## src/rtl/sram_bus_arbiter.sv

```systemverilog
// Two-master (inst/data) to one-slave SRAM-bus arbiter with in-order response tags; ARB_CANCEL_EN enables flush discard.
// Latency: zero-cycle request and response paths; tag FIFO, count, lock and resp_err update on the next clk edge.
// Backpressure: m_req is withheld while MAX_OUTSTANDING requests are unanswered; a stalled grant stays locked to its port.
module sram_bus_arbiter #(
   parameter int MAX_OUTSTANDING = 4,
   parameter int ADDR_W          = 32
) (
   input  logic              clk,
   input  logic              reset,

   input  logic              inst_req,
   input  logic              inst_wr,
   input  logic [1:0]        inst_size,
   input  logic [ADDR_W-1:0] inst_addr,
   input  logic [3:0]        inst_wstrb,
   input  logic [31:0]       inst_wdata,
   output logic              inst_addr_ok,
   output logic              inst_data_ok,
   output logic [31:0]       inst_rdata,

   input  logic              data_req,
   input  logic              data_wr,
   input  logic [1:0]        data_size,
   input  logic [ADDR_W-1:0] data_addr,
   input  logic [3:0]        data_wstrb,
   input  logic [31:0]       data_wdata,
   output logic              data_addr_ok,
   output logic              data_data_ok,
   output logic [31:0]       data_rdata,

   output logic              m_req,
   output logic              m_wr,
   output logic [1:0]        m_size,
   output logic [ADDR_W-1:0] m_addr,
   output logic [3:0]        m_wstrb,
   output logic [31:0]       m_wdata,
   input  logic              m_addr_ok,
   input  logic              m_data_ok,
   input  logic [31:0]       m_rdata,

   input  logic              flush,
   output logic              busy,
   output logic              resp_err
);

   localparam int PTR_W = $clog2(MAX_OUTSTANDING);
   localparam int CNT_W = PTR_W + 1;
   localparam logic [CNT_W-1:0] FULL_CNT = CNT_W'(MAX_OUTSTANDING);

   logic [CNT_W-1:0] count;
   logic [PTR_W-1:0] wr_ptr;
   logic [PTR_W-1:0] rd_ptr;
   logic             lock;
   logic             locked_src;
   logic             tag_src [MAX_OUTSTANDING];

   logic             full;
   logic             win_src;
   logic             push;
   logic             pop;
   logic             head_src;
   logic             head_discard;

   assign full    = (count == FULL_CNT);
   assign win_src = lock ? locked_src : data_req;

   assign m_req   = (inst_req | data_req) & ~full;
   assign m_wr    = win_src ? data_wr    : inst_wr;
   assign m_size  = win_src ? data_size  : inst_size;
   assign m_addr  = win_src ? data_addr  : inst_addr;
   assign m_wstrb = win_src ? data_wstrb : inst_wstrb;
   assign m_wdata = win_src ? data_wdata : inst_wdata;

   assign push         = m_req & m_addr_ok;
   assign inst_addr_ok = push & ~win_src;
   assign data_addr_ok = push &  win_src;

   assign pop      = m_data_ok & (count != '0);
   assign head_src = tag_src[rd_ptr];

`ifdef ARB_CANCEL_EN
   logic tag_discard [MAX_OUTSTANDING];

   // A response popped during the flush cycle belongs to squashed work too.
   assign head_discard = tag_discard[rd_ptr] | flush;

   always_ff @(posedge clk) begin
      if (reset) begin
         for (int i = 0; i < MAX_OUTSTANDING; i++) tag_discard[i] <= 1'b0;
      end else begin
         // Marking free slots as well is harmless: a push overwrites them.
         if (flush) begin
            for (int i = 0; i < MAX_OUTSTANDING; i++) tag_discard[i] <= 1'b1;
         end
         if (push) tag_discard[wr_ptr] <= flush;
      end
   end
`else
   logic unused_flush;

   assign unused_flush = flush;
   assign head_discard = 1'b0;
`endif

   assign inst_data_ok = pop & ~head_discard & ~head_src;
   assign data_data_ok = pop & ~head_discard &  head_src;
   assign inst_rdata   = m_rdata;
   assign data_rdata   = m_rdata;
   assign busy         = (count != '0);

   always_ff @(posedge clk) begin
      if (reset) begin
         count      <= '0;
         wr_ptr     <= '0;
         rd_ptr     <= '0;
         lock       <= 1'b0;
         locked_src <= 1'b0;
         resp_err   <= 1'b0;
         for (int i = 0; i < MAX_OUTSTANDING; i++) tag_src[i] <= 1'b0;
      end else begin
         // Hold the grant on a stalled handshake so fields stay stable downstream.
         if (m_req && !m_addr_ok) begin
            lock       <= 1'b1;
            locked_src <= win_src;
         end else if (m_req && m_addr_ok) begin
            lock <= 1'b0;
         end

         if (push) begin
            tag_src[wr_ptr] <= win_src;
            wr_ptr          <= wr_ptr + PTR_W'(1);
         end
         if (pop) rd_ptr <= rd_ptr + PTR_W'(1);

         case ({push, pop})
            2'b10:   count <= count + CNT_W'(1);
            2'b01:   count <= count - CNT_W'(1);
            default: count <= count;
         endcase

         if (m_data_ok && count == '0) resp_err <= 1'b1;
      end
   end

endmodule

```

## config.mk

```make
export PLATFORM = sky130hd
export DESIGN_NAME = sram_bus_arbiter
export DESIGN_NICKNAME = d
export VERILOG_FILES = /design/src/rtl/sram_bus_arbiter.sv
export SDC_FILE = /design/constraint.sdc
export NUM_CORES = 1
export LEC_CHECK = 0
export ABC_AREA = 1
export BUFFER_PORTS_ARGS = -buffer_cell sky130_fd_sc_hd__buf_4
export CAP_MARGIN = 20
export CORE_AREA = 2 2 126 128
export CTS_CLUSTER_DIAMETER = 80
export CTS_CLUSTER_SIZE = 14
export DETAILED_ROUTE_END_ITERATION = 12
export DIE_AREA = 0 0 128 130
export HOLD_SLACK_MARGIN = 0.12
export PLACE_DENSITY = 0.55
export RECOVER_POWER = 50
export SKIP_LAST_GASP = 1
export SYNTH_ARGS = -nofsm -noshare
export SYNTH_HDL_FRONTEND = slang
export SYNTH_SLANG_ARGS = --single-unit
export TNS_END_PERCENT = 50
```

## constraint.sdc

```tcl
create_clock -name clk -period 4.25 [get_ports clk]
set_input_delay 1.0625 -clock clk [delete_from_list [all_inputs] [get_ports clk]]
set_output_delay 1.0625 -clock clk [all_outputs]
set_load 0.02 [all_outputs]
```

==> metrics, run 1 <==
critical path fanouts, max=54; max_slew headroom=63.3%; Min-Delay Path Class=flop to flop; max_cap viols=0; f_max=0.295 GHz; Critical Path Source Type=primary input; layout cells sized above 1=42.6%; post-CTS sizing=0; leakage=2.14 nW; ant diodes=0; synthesized cell area=about 2200 um2; Worst R2R End=count[2]$_SDFFE_PP0P_; Critical path destination=m_wdata[17]; critical path required time=around 3.2 ns; Hold Vio Cnt, Final=0; Vias per Instance=~3.6; crit path time final=3.39 ns; worst-case hold slack=0.442 ns; Num CTS Buffers=3; post-synth cell types=20; CP endpoint kind=output port; first-pass GRT wire length=12.2 mm; initial drt markers=82; antenna violations before repair=0; aggregate global routing overflow=0; pre-CTS WS=about 0.89 ns; Mapped Nets=around 580; core box area=between 15000 and 20000 um2; commonest non-fill, non-tap cell in the layout=nand2_1; Worst Path Arrival=2.33 ns; Routed WL=approximately 8.9 mm; post-DR wirelength/cell=12.0 um; GRT Util Overall=under 10%; DRC errors left=0; Placed Cells=739; clock slew at reported path FFs=about 0.050 ns; RSZ-0062 raised after global routing=false; PD cells=370 nW/um2; Clock Tree Buf Depth=2; vias in the first global route=2393; fin worst setup slack=between 0.8 and 0.9 ns; CP Launch Point=data_req; routability cong.=roughly 0.7; Die H=130 um; CTS tree=done; vias=roughly 2700; Port Buf Inserts=225; most frequent cells in the layout=nand2_1 (243), buf_4 (225), inv_1 (17); flop2flop setup slack=2.27 ns; Peak VDD IR=0.000155 V; Root Driver=clkbuf_16; setup TNS=0 ns; non-filler cells in the finished layout=743; Final HPWL DP=7.53 mm; Clock Latency Late Sink=around 0.24 ns; largest net degree at the start of global routing=55; 1st-pass router iterations=4; full die area=16600 um2; Worst Skew=about 0.00052 ns; # IOs=323; P&R area growth vs syn=65.9%; post-route clock period utilization=79.8%; # hold bufs at CTS=0; Setup violations, final=0; Post-CTS Setup Inserts=0; # rows=46; H-tree depth=1; Horiz. Die Dim=128 um; Cells after Synth=between 300 and 400; Ys Warns=0; clk sinks=16; origin of the critical flop-to-flop path=count[1]$_SDFFE_PP0P_; post-synthesis sequential area ratio=16.6%; fin. max-slew vios=0; Antenna Violating Nets Remaining=0; Synth Register Bits=16; nets=~740; worst slew pin tran=0.550 ns; Reg2Reg Depth=10; Synth Area per Inst=about 5.5 um2; CP Class=primary input to output port; Initial Util=14.1%; status=completed
## how the worst min path moves through the flow
stage               cells after the start  slack [ns]             startpoint                    end
global placement                        2        0.44  resp_err$_SDFFE_PP0P_  resp_err$_SDFFE_PP0P_
CTS                                     2        0.45  resp_err$_SDFFE_PP0P_  resp_err$_SDFFE_PP0P_
global route                            2        0.48      lock$_SDFFE_PP0P_      lock$_SDFFE_PP0P_
finish                                  2        0.44  resp_err$_SDFFE_PP0P_  resp_err$_SDFFE_PP0P_
detailed placement                      2        0.44  resp_err$_SDFFE_PP0P_  resp_err$_SDFFE_PP0P_
floorplan                               2        0.44      lock$_SDFFE_PP0P_      lock$_SDFFE_PP0P_
## critical path, cell delays in order
cell	delay, ns
clkbuf_4	0.11
inv_1	0.07
nand2_1	0.05
nand2_1	0.10
buf_4	0.47
nand2_1	0.18
nand2_1	0.11
buf_4	0.14
## report_power, final
part | leakage, nW | total, mW | switching [mW] | internal, mW
Clock | 0.0442 | 0.201 | 0.0582 | 0.143
Sequential | 0.140 | 0.211 | 0.0202 | 0.190
Combinational | 1.96 | 0.924 | 0.542 | 0.382
Total | 2.14 | 1.34 | 0.621 | 0.715
## kinds of logic (layout without fill, tap and decap cells)
| family | count (synthesis) | count (layout) | synth area share (%) |
|---|---|---|---|
| simple gates | 265 | 265 | 47.5 |
| buf+inv | 99 | 252 | 30.6 |
| xor+xnor | 1 | 1 | 0.402 |
| compound gates | 15 | 15 | 3.45 |
| fa+ha+maj | 2 | 2 | 1.49 |
| flops | 16 | 16 | 16.6 |
## stage by stage
stage / total power [mW] / utilization, % / cell area, um2
after floorplan: 0.832 / - / 2180
after global placement: 1.16 / 23.0 / 3550
after detailed placement: 1.16 / 23.0 / 3550
after CTS: 1.37 / 23.6 / 3640
after global routing: 1.45 / 23.4 / 3610
final: 1.34 / 23.4 / 3610
## layer usage
metal | global-route usage, % | vias to the layer above | wire, um
li1 | - | 1433 | -
met1 | 11.9 | 1103 | 3770
met2 | 15.1 | 132 | 4160
met3 | 2.01 | 28 | 785
met4 | 3.17 | 0 | 176
met5 | 0 | - | 0
## Yosys cell counts
| cell | number | area, um2 |
|---|---|---|
| buf_4 | 75 | 563 |
| nor2_1 | 11 | 41.3 |
| edfxtp_1 | 4 | 120 |
| ha_1 | 1 | 12.5 |
| dfxtp_1 | 12 | 240 |
| o21ai_0 | 7 | 35.0 |
| nor2_2 | 1 | 6.26 |
| fa_1 | 1 | 20.0 |
| nand3_1 | 6 | 30.0 |
| buf_6 | 1 | 11.3 |
| buf_2 | 4 | 20.0 |
| nor2_4 | 1 | 11.3 |
| a21oi_1 | 8 | 40.0 |
| nand2_2 | 3 | 18.8 |
| inv_2 | 3 | 11.3 |
| xor2_1 | 1 | 8.76 |
| inv_1 | 16 | 60.1 |
| nand2_1 | 241 | 905 |
| nand3_4 | 1 | 17.5 |
| nor3_1 | 1 | 5.00 |
## area by class of cell
class	count	area [um2]
fill	1776	11800
tap	192	240
multi-input combinational	283	1130
timing repair buffer	229	1720
clock buffer	4	88.8
sequential	16	360
inverter	19	71.3
Power figures use the tool's default switching activity.
==> inputs of run 2 (changes only) <==
ABC_AREA = 0   (was 1)
PLACE_DENSITY = 0.54   (was 0.55)
clock period = 3.3 ns   (was 4.25 ns; I/O delays follow)
==> run 2 against run 1 <==
Net effect:
- flip-flop and latch count unchanged
- synthesized cell count decreased by 45%
- largest cell class unchanged
- via count down 19%
- sequential share of layout area is 0.056 points higher
==> metrics, run 2 <==
Critical Path Source Type=primary input; Mapped Nets=403 (-31%); clk sinks=16 (unchanged); vias in the first global route=2170 (-9.3%); asr flop ratio synth=0% (unchanged); P&R area growth vs syn=71.3%; CP endpoint kind=output port; GRT Util Overall=9.39% (+0.23 points); Antenna Violating Nets Remaining=0 (unchanged); Clock Tree Buf Depth=2 (unchanged); crit path cell chain=clkbuf_1 -> mux2i_4 -> buf_12 -> mux2_2 -> buf_4; Layout Utilization=23.3% (-0.13 points); largest net degree at the start of global routing=55 (unchanged); # IOs=323 (unchanged); Min-Delay Path Class=flop to flop; most frequent cell after synthesis=buf_4; top-area cell type share of the netlist area=31.2% (-10 points); Post-synth EDFFs=4 (unchanged); setup TNS=0 ns (unchanged); total chip power=1.48 mW (+11%); Num CTS Buffers=3 (unchanged); first-pass GRT wire length=12.0 mm (-1.7%); Root Driver=clkbuf_16; status=completed; RSZ-0062 raised after global routing=false; post-DR wirelength/cell=15.7 um (+31%); max_cap viols=0 (unchanged); WP buf/inv=3 (-1); worst slew pin tran=0.490 ns (-0.0599 ns); post-CTS sizing=0 (unchanged); DP Area=3530 um2 (-0.81%); antenna violations before repair=0 (unchanged); Vias per Instance=3.81 (+5.0%); Clock Latency Late Sink=0.24 ns (about the same); fin. max-slew vios=0 (unchanged); post-route clock period utilization=88.6%; vias=2171 (-19%); f_max=0.342 GHz; hold path start=resp_err$_SDFFE_PP0P_; Cells after Synth=220 (-45%); Horiz. Die Dim=128 um (unchanged); # rows=46 (unchanged); Ys Warns=0 (unchanged); max_slew headroom=67.0% (+3.7 points); post-synthesis sequential area ratio=17.2% (+0.64 points); Synth Register Bits=16 (unchanged); Final HPWL DP=7.71 mm (+2.4%); Placed Cells=566 (-23%); Die H=130 um (unchanged); critical path fanouts, max=54 (unchanged); PD cells=411 nW/um2 (+11%); Worst path top cell family by delay=multiplexers; CP Launch Point=data_req; commonest non-fill, non-tap cell in the layout=buf_4; clock slew at reported path FFs=0.05 ns (about the same); worst stage delay on the critical path=0.43 ns (-0.04 ns); DRC errors left=0 (unchanged); Post-CTS Setup Inserts=0 (unchanged); Port Buf Inserts=225 (unchanged); Worst Skew=0.00194 ns (+0.00141 ns); Post-synth top cells=buf_4 (66), mux2_2 (58), mux2_1 (13), dfxtp_1 (12), nor2_1 (11); non-filler cells in the finished layout=570 (-23%); # hold bufs at CTS=0 (unchanged); Routed WL=8.92 mm (+0.29%); post-synth cell types=35 (+75%); Post-Layout Inst Area=3590 um2 (-0.55%); CP max-delay cell=mux2_2; layout cells sized above 1=76.7% (+34 points); full die area=16600 um2 (unchanged); Worst Path Arrival=2.10 ns (-0.23 ns); CP Class=primary input to output port; Hold Vio Cnt, Final=0 (unchanged); Peak VDD IR=0.000171 V (+10%); Synth Area per Inst=9.53 um2 (+74%); leakage=1.72 nW (-20%); cell taking the most area after synthesis=mux2_2; initial drt markers=117 (+43%); aggregate global routing overflow=0 (unchanged); routability cong.=0.777 (+9.2%); top_reg_cell synth=dfxtp_1; Setup violations, final=0 (unchanged); CTS tree=done; H-tree depth=1 (unchanged); 1st-pass router iterations=4 (unchanged); core box area=15400 um2 (unchanged); ant diodes=0 (unchanged); origin of the critical flop-to-flop path=count[1]$_SDFFE_PP0P_; nets=562 (-24%); Initial Util=13.6% (-0.53 points); crit path time final=2.92 ns; top cells by area, synth=mux2_2 (31%), buf_4 (24%), dfxtp_1 (11%); most frequent cells in the layout=buf_4 (223), mux2_2 (58), mux2_1 (13); synthesized cell area=2100 um2 (-3.7%); critical path required time=2.47 ns (-0.72 ns)
run 2: changes by cell type after synthesis, moves of 6 or more:
cell / delta
inv_1: -10
nand3_1: -6
nand2_1: -238
buf_4: -9
mux2_2: +58
mux2_1: +13
run 2: layer usage:
layer | wire [um] | track usage, % | up-vias
met2 | 4020 | 15.7 | 136
li1 | - | - | 1026
met1 | 3700 | 11.5 | 993
met5 | 0 | 0 | -
met4 | 89 | 1.94 | 0
met3 | 1110 | 3.77 | 16
run 2: kinds of logic after synthesis:
group,after synthesis,share of synthesized area (%)
muxes,74,40.4
AOI/OAI and AO/OA,15,5.02
xor gates and xnor gates,4,1.67
and+or+nand+nor,30,7.58
DFF,16,17.2
buffers and inverters,79,26.6
adders and majority gates,2,1.55
run 2: stage by stage:
| step | worst slack (ns) | hold WS (ns) |
|---|---|---|
| finish | 0.375 | 0.468 |
| global route | 0.329 | 0.521 |
| CTS | 0.400 | 0.478 |
| detailed placement | 0.403 | 0.463 |
| global placement | 0.426 | 0.461 |
| floorplan | 0.652 | 0.479 |
run 2: final cells by class:
| class | instances | area [um2] |
|---|---|---|
| fill | 1688 | 11800 |
| timing repair buffer | 227 | 1710 |
| multi-input combinational | 125 | 1180 |
| sequential | 16 | 360 |
| tap | 192 | 240 |
| clock buffer | 3 | 75.1 |
| inverter | 6 | 22.5 |
| clock inverter | 1 | 3.75 |
run 2: final timing paths:
kind                                              end  slack [ns]  cells after the start
worst max-delay path                        m_addr[1]        0.38                      5
worst min-delay path            resp_err$_SDFFE_PP0P_        0.47                      2
worst max register to register  count[2]$_SDFFE_PP0P_        0.76                      8
worst min register to register  resp_err$_SDFFE_PP0P_        0.47                      2
run 2: worst register-to-register path: stages (launching register included):
cell and delay [ns]:
dfxtp_1 0.37, or3b_2 0.50, nand2_1 0.31, ha_1 0.26
inv_1 0.06, fa_1 0.37, xor2_1 0.15, or3_1 0.30
a21oi_1 0.15
run 2: power by group:
part	total (mW)	switching [mW]	leakage [nW]	internal [mW]
combinational	0.945	0.469	1.54	0.476
clock	0.237	0.0758	0.0385	0.161
sequential	0.295	0.0471	0.140	0.248
total	1.48	0.592	1.72	0.885
